[src/rtl/mmio_uart_tx.sv]
// mmio_uart_tx: memory-mapped 8N1 UART transmitter with a small transmit FIFO
module mmio_uart_tx #(
  parameter logic [31:0] BASE_ADDR    = 32'hFFFF0000,
  parameter int          CLKS_PER_BIT = 16,
  parameter int          FIFO_DEPTH   = 4
) (
  input  logic        clk,
  input  logic        reset,
  input  logic        memwrite,
  input  logic [31:0] aluout,
  input  logic [31:0] writedata,
  output logic [31:0] readdata,
  output logic        hit,
  output logic        txd
);
  localparam int PW = $clog2(FIFO_DEPTH);
  localparam int CW = PW + 1;
  localparam int BW = $clog2(CLKS_PER_BIT);
  localparam logic [BW-1:0] BAUD_LAST = BW'(CLKS_PER_BIT - 1);
  localparam logic [CW-1:0] DEPTH = CW'(FIFO_DEPTH);
  localparam logic [31:0] STATUS_ADDR = BASE_ADDR + 32'd4;

  typedef enum logic [1:0] {IDLE, START, DATA, STOP} state_e;

  state_e        state_q, state_d;
  logic [7:0]    fifo_q [FIFO_DEPTH];
  logic [PW-1:0] wr_ptr_q, wr_ptr_d, rd_ptr_q, rd_ptr_d;
  logic [CW-1:0] count_q, count_d;
  logic          ovf_q, ovf_d;
  logic [BW-1:0] baud_q, baud_d;
  logic [2:0]    bit_q, bit_d;
  logic [7:0]    shift_q, shift_d;
  logic          txd_q, txd_d;
  logic          sel_tx, sel_st, full, empty, push, pop, baud_end;
  logic [31:0]   status;
  logic          unused_wdata;

  assign sel_tx   = aluout == BASE_ADDR;
  assign sel_st   = aluout == STATUS_ADDR;
  assign full     = count_q == DEPTH;
  assign empty    = count_q == '0;
  assign push     = memwrite && sel_tx && !full;
  assign baud_end = baud_q == BAUD_LAST;
  assign status   = {23'd0, 5'(count_q), ovf_q, state_q != IDLE, empty, full};
  assign readdata = sel_st ? status : 32'd0;
  assign hit      = sel_tx || sel_st;
  assign txd      = txd_q;
  assign unused_wdata = ^writedata[31:8];

  // FIFO bookkeeping: fullness is judged on the pre-edge count, so a pop cannot make room for a same-edge write
  always_comb begin
    wr_ptr_d = wr_ptr_q + PW'(push);
    rd_ptr_d = rd_ptr_q + PW'(pop);
    count_d  = count_q + CW'(push) - CW'(pop);
    ovf_d    = (memwrite && sel_tx && full) ? 1'b1 :
               (memwrite && sel_st && writedata[3]) ? 1'b0 : ovf_q;
  end

  // transmit FSM: txd_d is the line level for the state being entered, keeping txd a clean register output
  always_comb begin
    state_d = state_q;
    baud_d  = baud_q;
    bit_d   = bit_q;
    shift_d = shift_q;
    txd_d   = txd_q;
    pop     = 1'b0;
    case (state_q)
      IDLE: if (!empty) begin
        pop     = 1'b1;
        state_d = START;
        baud_d  = '0;
        shift_d = fifo_q[rd_ptr_q];
        txd_d   = 1'b0;
      end
      START: if (baud_end) begin
        state_d = DATA;
        baud_d  = '0;
        bit_d   = 3'd0;
        txd_d   = shift_q[0];
      end else baud_d = baud_q + BW'(1);
      DATA: if (baud_end) begin
        baud_d  = '0;
        state_d = bit_q == 3'd7 ? STOP : DATA;
        bit_d   = bit_q == 3'd7 ? bit_q : bit_q + 3'd1;
        txd_d   = bit_q == 3'd7 ? 1'b1 : shift_q[bit_q + 3'd1];
      end else baud_d = baud_q + BW'(1);
      STOP: if (baud_end) begin
        baud_d  = '0;
        pop     = !empty;
        state_d = empty ? IDLE : START;
        shift_d = empty ? shift_q : fifo_q[rd_ptr_q];
        txd_d   = empty;
      end else baud_d = baud_q + BW'(1);
    endcase
  end

  // FIFO storage needs no reset: the cleared count makes stale entries unreachable
  always_ff @(posedge clk)
    if (push) fifo_q[wr_ptr_q] <= writedata[7:0];

  // state registers; reset aborts any frame and empties the FIFO
  always_ff @(posedge clk or negedge reset)
    if (!reset) begin
      state_q  <= IDLE;
      wr_ptr_q <= '0;
      rd_ptr_q <= '0;
      count_q  <= '0;
      ovf_q    <= 1'b0;
      baud_q   <= '0;
      bit_q    <= 3'd0;
      shift_q  <= 8'd0;
      txd_q    <= 1'b1;
    end else begin
      state_q  <= state_d;
      wr_ptr_q <= wr_ptr_d;
      rd_ptr_q <= rd_ptr_d;
      count_q  <= count_d;
      ovf_q    <= ovf_d;
      baud_q   <= baud_d;
      bit_q    <= bit_d;
      shift_q  <= shift_d;
      txd_q    <= txd_d;
    end
endmodule
[config.mk]
export PLATFORM = sky130hd
export DESIGN_NAME = mmio_uart_tx
export DESIGN_NICKNAME = d
export VERILOG_FILES = /design/src/rtl/mmio_uart_tx.sv
export SDC_FILE = /design/constraint.sdc
export NUM_CORES = 1
export LEC_CHECK = 0
export BUFFER_PORTS_ARGS = -buffer_cell sky130_fd_sc_hd__buf_4
export CORE_MARGIN = 3
export CORE_UTILIZATION = 45
export CTS_CLUSTER_DIAMETER = 50
export CTS_CLUSTER_SIZE = 20
export DETAILED_ROUTE_END_ITERATION = 8
export PLACE_DENSITY = 0.73
export SLEW_MARGIN = 20
export SYNTH_ARGS = -nofsm -noshare
export SYNTH_HDL_FRONTEND = slang
export SYNTH_SLANG_ARGS = --single-unit
[constraint.sdc]
create_clock -name clk -period 2.3 [get_ports clk]
set_input_delay 0.345 -clock clk [delete_from_list [all_inputs] [get_ports clk]]
set_output_delay 0.345 -clock clk [all_outputs]
set_load 0.005 [all_outputs]
# Yosys cells after proc, flatten, opt, wreduce, memory -nomap -nowiden
# Memory sizes are Yosys's and may differ from the RTL's.
# Index checks and enable logic that the tools add are counted.
[op_classes]
n_addsub = 6
n_lt_le_gt_ge = 1
eq_ne = 13
mux = 33
reduce_logical = 18
[op_table]
columns = ["op", "count"]
rows = [
  ["32-bit equality test (second input constant)", 2],
  ["8-bit 2-to-1 mux", 2],
  ["8-bit one-hot mux with 2 select lines", 1],
  ["1-bit 2-to-1 mux", 14],
  ["2-bit inequality test (second input constant)", 5],
  ["3-bit 2-to-1 mux", 3],
  ["2-bit 2-to-1 mux", 4],
  ["4-bit 2-to-1 mux", 2],
  ["2-bit one-hot mux with 4 select lines", 1],
  ["4-bit one-hot mux with 2 select lines", 1],
  ["4-bit AND reduction", 2],
  ["2-bit nonzero test", 4],
  ["7-bit 2-to-1 mux", 1],
  ["3-bit equality test (second input constant)", 2],
  ["3-bit one-hot mux with 2 select lines", 1],
  ["1-bit logical AND", 5],
  ["2-bit by 1-bit adder with 2-bit output", 2],
  ["4-bit by 1-bit adder with 4-bit output (second input constant)", 1],
  ["2-bit equality test (second input constant)", 2],
  ["4-bit equality test (second input constant)", 1],
  ["3-bit by 4-bit < comparator with 1-bit output (second input constant)", 1],
  ["1-bit one-hot mux with 4 select lines", 1],
  ["3-bit by 1-bit adder with 3-bit output", 1],
  ["3-bit by 1-bit adder with 3-bit output (second input constant)", 1],
  ["10 further kinds", 11],
]
[totals]
regBits = 26
ram_bits = 32
inputBits = 67
word_cells = 81
n_memories = 1
[memory_table]
columns = ["name", "words", "word_bits", "rd", "rd_clocked_by_memory_dff", "write_ports", "line", "text"]
rows = [
  ["fifo_q", 4, 8, 1, 0, 1, "26", "logic [7:0] fifo_q [FIFO_DEPTH];"],
]

# Depth between registers and ports, before layout
# Gate-level depths: netlist (run 1).
[logic_depth]
ltp_word = 6
mapped_depth = 10

# Worst setup path after synthesis (run 1)
# Ideal clock, no wire load.
[synth_timing]
path_type = "reg2reg"
startpoint = "register state_q[0]"
endpoint = "register count_q[2]"
arrival_time_ns = 2.168
path_slack_ns = 0.005
path_stages_with_launch = 10
cell_sequence = "dfrtp_1 -> inv_1 -> ha_1 -> nor3_1 -> xnor2_1 -> ha_1 -> inv_1 -> fa_1 -> xnor2_1 -> xnor2_1"
[synth_between]
elab_chain_cells = 3
[synth_lines]
columns = ["item", "line", "text"]
rows = [
  ["start, declared", "25", "state_e state_q, state_d;"],
  ["start signal, assigned", "114", "state_q <= state_d;"],
  ["2-bit equality test / 2-bit zero test (equally long branches)", "67", "case (state_q)"],
  ["1-bit one-hot mux with 2 select lines *", "67", ""],
  ["3-bit by 1-bit subtractor with 3-bit output *", "54", "count_d = count_q + CW'(push) - CW'(pop);"],
  ["named net count_d[2]", "28", "logic [CW-1:0] count_q, count_d;"],
  ["end signal, assigned", "117", "count_q <= count_d;"],
  ["end, declared", "28", ""],
]
# Mark *: on every way through the listed nets, which the timed path passes. The rest lies on a longest branch.
# A chain may end at the register's enable or synchronous reset.

# Final worst setup path (run 1)
[layout_timing]
startpoint = "register state_q[1]"
endpoint = "register count_q[2]"
# Same word-level chain as after synthesis.

==> impl_metrics.yaml, run 1 <==
setup_path:
  required_ns: 2.51
  cpPeakStageDelay_ns: 0.39
  cp-end-kind: "flop"
  slowest_stage: "dfrtp_1"
  critPathMaxFanout: 4
  crit_type: "flop to flop"
  cp_num_buf_inv: 2
  critPathTopFamily: "adder cells"
  r2r_slack_ns: 0.16
  arrival_ns: 2.35
  cp_cell_sequence: "inv_1, ha_1, nor3_4, xnor2_1, ha_1, inv_1, fa_1, xnor2_1, xnor2_1"
  cp_common_cell: "xnor2_1"
  critPathLaunchType: "flop"
yosys:
  synth_compound_area_share_pct: 6.40
  synthCells: 209
  avgSynthCellArea_um2: 13.9
  yosysTopAreaCellShare_pct: 33.2
  ys_top_cells_by_count: "32 x edfxtp_1, 25 x buf_4, 25 x dfrtp_1, 12 x inv_1, 11 x mux2_2"
  yosys.area_share.simple_pct: 9.72
  yosysTopAreaCell: "edfxtp_1"
  ys_warn_count: 0
  netlist_top_cells_area: "edfxtp_1 33%, dfrtp_1 22%, mux4_2 7.8%, buf_4 6.5%, ha_1 4.3%"
  ys_seq_area_share_pct: 55.7
  synth_ff_type: "edfxtp_1"
  ys_ff_latch: 58
  synth_top_family_by_area: "multiplexers"
  synthAdderAreaFrac_pct: 5.01
  synth_edf_count: 32
  synthXorXnorAreaFrac_pct: 1.82
  ys_types: 44
  synth.most_common_cell: "edfxtp_1"
  synthArstFlopShare_pct: 44.8
  netlist_area_um2: 2900
  synthMuxAreaShare_pct: 12.4
run:
  cap_viol_max_count: 0
clocking:
  ctsRootBufferMaster: "clkbuf_8"
  path_clk_slew_ns: 0.07
  worstSkewPairLatency_ns: 0.33
  cts_buffers: 9
  cts_max_level: 3
  clock_path_buffers: 2
  cts_sinks: 58
  cts_tree: "yes"
drt:
  vias: 1814
  finalWirelength_mm: 5.08
  drt_iter0_drc: 43
  drc_errors: 0
  wire_per_inst_um: 14.1
  drt-pass1-iter-count: 4
  antenna_left: 0
  viasPerCell: 5.02
floorplanning:
  die_h_um: 86.2
  initial_core_util_pct: 47.8
  ios: 101
  core_um2: 6060
  die_w_um: 86.2
  die_area_um2: 7430
  num_rows: 28
layout:
  design_area_um2: 3630
  areaGrowthSynthToFinish_pct: 25.4
  nets: 360
  diodes: 0
  final_util_pct: 59.9
  layout-drive-gt1-share_pct: 39.2
run_status:
  status: "complete, no violations"
placed_design:
  gp_congestion: 0.815
  dp_hpwl_mm: 3.81
  portBuffers: 51
  place_area_um2: 3360
sta:
  fin_setup_tns_ns: 0
  worstMarginPinSlew_ns: 0.573
  min_period_over_period_pct: 93.1
  post-route-min-period_ns: 2.14
  slew_headroom_pct: 61.8
  skew_ns: 0.0101
  rsz0062_at_grt: "false"
  max_freq_mhz: 467
  setup_viol: 0
  maxSlewViolCount: 0
  final-hold-violation-count: 0
worst_hold_path:
  hold_class: "input port to flop"
grt:
  grt_use_total_pct: 14.6
  antenna_found_initial: 0
  grt_remaining_overflow: 0
  grt_max_degree: 27
  grt_pass1_vias: 1763
  grt_pass1_wl_mm: 8.12
power_and_ir_drop:
  switching_power_mw: 0.419
  p_per_area_nw_per_um2: 626
  p_total_mw: 2.27
  leakage_nw: 1.63
  p_sw_share_pct: 18.4
  combinationalPowerShare_pct: 3.8
  pwr-share-seq_pct: 48.3
  peakVddDrop_mv: 0.476
  power_frac_clock_pct: 47.9
  cell_internal_pwr_mw: 1.85
==> cell usage in the layout, fill, tap and decap left out, types with 2 or more instances in the layout <==
| master | Yosys | routed |
|---|---|---|
| nor2_1 | 5 | 5 |
| edfxtp_1 | 32 | 32 |
| dfrtp_1 | 25 | 25 |
| a21oi_1 | 2 | 2 |
| bufinv_16 | 0 | 3 |
| nor3_1 | 8 | 7 |
| buf_4 | 25 | 67 |
| mux4_2 | 10 | 10 |
| nand4_1 | 4 | 4 |
| and3_1 | 5 | 5 |
| ha_1 | 10 | 10 |
| o21ai_0 | 5 | 5 |
| nand2_1 | 8 | 8 |
| clkbuf_8 | 0 | 9 |
| a221oi_1 | 2 | 2 |
| a22o_1 | 5 | 5 |
| xnor2_1 | 4 | 4 |
| conb_1 | 1 | 25 |
| xor2_1 | 2 | 2 |
| nor4_1 | 4 | 4 |
| inv_1 | 12 | 12 |
| nand3_1 | 4 | 4 |
| mux2_2 | 11 | 11 |
==> stage by stage <==
stage	hold WS, ns	setup WS [ns]	std cells
2_1_floorplan	0.0494	0.00498	233
3_3_place_gp	0.273	0.000143	344
3_5_place_dp	0.276	-0.0571	344
4_1_cts	0.191	0.0201	360
5_1_grt	0.192	0.000597	361
6_report	0.216	0.160	361
==> repair_timing <==
| action | in CTS | in global routing |
|---|---|---|
| hold buffers | 1 | 0 |
| endpoints found under the setup margin | 0 | 1 |
| resized for setup | 0 | 3 |
| buffers inserted | 0 | 1 |
| endpoints found under the hold margin | 25 | 0 |
==> registers in the layout, indices dropped and copies added (netlist names) <==
| register | count |
|---|---|
| baud_q | 4 |
| txd | 1 |
| count_q | 3 |
| fifo_q | 32 |
| wr_ptr_q | 2 |
| shift_q | 8 |
| rd_ptr_q | 2 |
| ovf_q | 1 |
| bit_q | 3 |
| state_q | 2 |
==> area by class of cell <==
| cell class | instances | area [um^2] |
|---|---|---|
| Fill cell | 500 | 2430 |
| Inverter | 12 | 45.0 |
| Clock inverter | 6 | 106 |
| Clock buffer | 9 | 124 |
| Sequential cell | 58 | 1610 |
| Multi-Input combinational cell | 133 | 1140 |
| Timing Repair Buffer | 68 | 513 |
| Tap cell | 75 | 93.8 |
==> power by group through the flow <==
stage / Combinational (mW) / Sequential (mW) / Clock, mW
2_1_floorplan: 0.0437 / 1.12 / 0
3_3_place_gp: 0.0820 / 1.12 / 0
3_5_place_dp: 0.0852 / 1.12 / 0
4_1_cts: 0.0867 / 1.10 / 1.12
5_1_grt: 0.0970 / 1.10 / 1.17
6_report: 0.0858 / 1.10 / 1.09
==> metal layers <==
metal,global-route usage (%),wire length (um)
met3,4.37,265
met1,17.7,2070
met2,24.0,2660
met5,0,0
met4,6.66,88
==> cell families (layout without fill, tap and decap cells) <==
family / after synthesis / count (layout)
DFF: 58 / 58
and+or+nand+nor: 47 / 47
buffers and inverters: 42 / 95
AOI/OAI and AO/OA: 22 / 22
muxes: 22 / 22
adders and majority gates: 11 / 11
xor gates and xnor gates: 6 / 6
other: 1 / 25
==> worst paths after layout <==
| kind | to | depth (start not counted) | start |
|---|---|---|---|
| max in group asynchronous | txd | 2 | reset |
| min reg2reg | shift_q[2] | 1 | shift_q[2] |
| min in group asynchronous | bit_q[1] | 2 | reset |
| max reg2reg | count_q[2] | 9 | state_q[1] |
| max | count_q[2] | 9 | state_q[1] |
| min | fifo_q[2][0] | 1 | writedata[0] |
==> worst reg2reg max path, stage by stage, from the launching register on <==
cell	delay [ns]
dfrtp_1	0.39
inv_1	0.10
ha_1	0.33
nor3_4	0.23
xnor2_1	0.14
ha_1	0.16
inv_1	0.05
fa_1	0.37
xnor2_1	0.14
xnor2_1	0.13
Power figures use the tool's default switching activity.
==> run 2, diff against run 1 <==
--- a/config.mk
+++ b/config.mk
@@ -12,6 +12,7 @@
 export CTS_CLUSTER_SIZE = 20
 export DETAILED_ROUTE_END_ITERATION = 8
 export PLACE_DENSITY = 0.73
+export RECOVER_POWER = 100
 export SLEW_MARGIN = 20
 export SYNTH_ARGS = -nofsm -noshare
 export SYNTH_HDL_FRONTEND = slang
==> impl_metrics.yaml, run 2 (same netlist as run 1, synthesis figures left out) <==
floorplanning:
  die_area_um2: 7430
  core_um2: 6060
  initial_core_util_pct: 47.8
  num_rows: 28
  die_h_um: 86.2
  die_w_um: 86.2
  ios: 101
layout:
  diodes: 0
  largest_register_ffs: 32
  reg.largest.list: "fifo_q: 32 flops, shift_q: 8 flops, baud_q: 4 flops"
  layout-drive-gt1-share_pct: 31.8
  multi_input_area_um2: 1100
  design_area_um2: 3530
  largest-register: "fifo_q"
  regArea_um2: 1610
  most-common-layout-cells: "42 x buf_4, 32 x edfxtp_1, 25 x conb_1, 25 x dfrtp_1, 18 x clkbuf_1"
  areaGrowthSynthToFinish_pct: 21.9
  final_common_cell: "buf_4"
  nets: 360
  nFillCells: 516
grt:
  grt_max_degree: 27
  grt_use_total_pct: 14.6
  grt_remaining_overflow: 0
  grt_pass1_wl_mm: 8.12
  antenna_found_initial: 0
  grt_pass1_vias: 1763
run:
  cap_viol_max_count: 0
drt:
  drt-pass1-iter-count: 4
  viasPerCell: 5.07
  finalWirelength_mm: 5.07
  wire_per_inst_um: 14.1
  vias: 1832
  antenna_left: 0
  drc_errors: 0
  drt_iter0_drc: 37
setup_path:
  crit_type: "flop to flop"
  startpoint: "state_q[1]"
  r2r_start: "state_q[1]"
  arrival_ns: 2.38
  required_ns: 2.55
  reg2reg_depth: 9
  cp_cell_sequence: "inv_1, ha_1, nor3_4, xnor2_1, ha_1, inv_1, fa_1, xnor2_1, xnor2_1"
  cp-endpoint: "count_q[2]"
  critPathLaunchType: "flop"
  cpPeakStageDelay_ns: 0.39
  reg2reg_to: "count_q[2]"
  cp-end-kind: "flop"
  cp_common_cell: "xnor2_1"
  critPathMaxFanout: 4
  r2r_slack_ns: 0.17
  slowest_stage: "dfrtp_1"
sta:
  setup_viol: 0
  slew_headroom_pct: 6.93
  maxSlewViolCount: 0
  skew_ns: 0.00984
  final-hold-violation-count: 0
  max_freq_mhz: 469
  worstMarginPinSlew_ns: 1.40
  rsz0062_at_grt: "false"
  min_period_over_period_pct: 92.6
  post-route-min-period_ns: 2.13
clocking:
  cts_tree: "yes"
  cts_sinks: 58
  cts_buffers: 9
  cts_max_level: 3
  clock_path_buffers: 2
  ctsRootBufferMaster: "clkbuf_8"
  path_clk_slew_ns: 0.06
  worstSkewPairLatency_ns: 0.33
worst_hold_path:
  hold_class: "input port to flop"
  whs_path_depth: 2
run_status:
  status: "complete, no violations"
placed_design:
  place_area_um2: 3360
  portBuffers: 51
  dp_hpwl_mm: 3.81
  gp_congestion: 0.815
power_and_ir_drop:
  peakVddDrop_mv: 0.476
  p_per_area_nw_per_um2: 642
  p_total_mw: 2.26
  leakage_nw: 1.54
## run 2: area by class of cell
cell class	count	area share [%]
Inverter	12	1.28
Timing Repair Buffer	68	12.6
Multi-Input combinational cell	133	31.2
Clock inverter	6	3.01
Tap cell	75	2.66
Clock buffer	9	3.51
Sequential cell	58	45.7
## run 2: timing repair
| item | in CTS | in global routing |
|---|---|---|
| hold buffers | 1 | 0 |
| buffers inserted | 0 | 1 |
| resized for setup | 0 | 3 |
| endpoints found under the hold margin | 25 | 0 |
| endpoints found under the setup margin | 0 | 1 |
## run 2: worst min-delay path by stage
stage	start	slack, ns	end
floorplan	reset	0.05	baud_q[0]
global placement	reset	0.27	bit_q[0]
detailed placement	reset	0.28	bit_q[1]
CTS	writedata[0]	0.19	fifo_q[2][0]
global route	aluout[2]	0.27	ovf_q
finish	aluout[2]	0.27	ovf_q
## run 2: through the flow
step	util, %	setup TNS (ns)	std cells	hold slack (ns)	setup slack (ns)
final	58.2	0	361	0.267	0.169
after global routing	58.2	0	361	0.266	0.00265
after CTS	59.5	0	360	0.191	0.0201
after detailed placement	55.5	-0.0571	344	0.276	-0.0571
after global placement	55.5	0	344	0.273	0.000143
after floorplan	-	0	233	0.0494	0.00498
## run 2: per-layer routing
metal / routed length, um / track usage [%] / up-vias
met3: 294 / 4.37 / 8
met2: 2650 / 24.0 / 66
li1: - / - / 875
met1: 2040 / 17.7 / 883
met4: 88 / 6.66 / 0
met5: 0 / 0 / -
## run 2: worst max-delay path, delay by kind of cell, from the launching register on
kind | cells | cell delay [ns]
buffers and inverters | 2 | 0.14
adders and majority gates | 3 | 0.86
xor gates and xnor gates | 3 | 0.45
and+or+nand+nor | 1 | 0.22
DFF | 1 | 0.39
## run 2: report_power, final
part	leakage, nW	internal (mW)	switching (mW)	total, mW
Clock	0.113	0.707	0.380	1.09
Combinational	0.782	0.0419	0.0372	0.0791
Sequential	0.648	1.10	0.000000000478	1.10
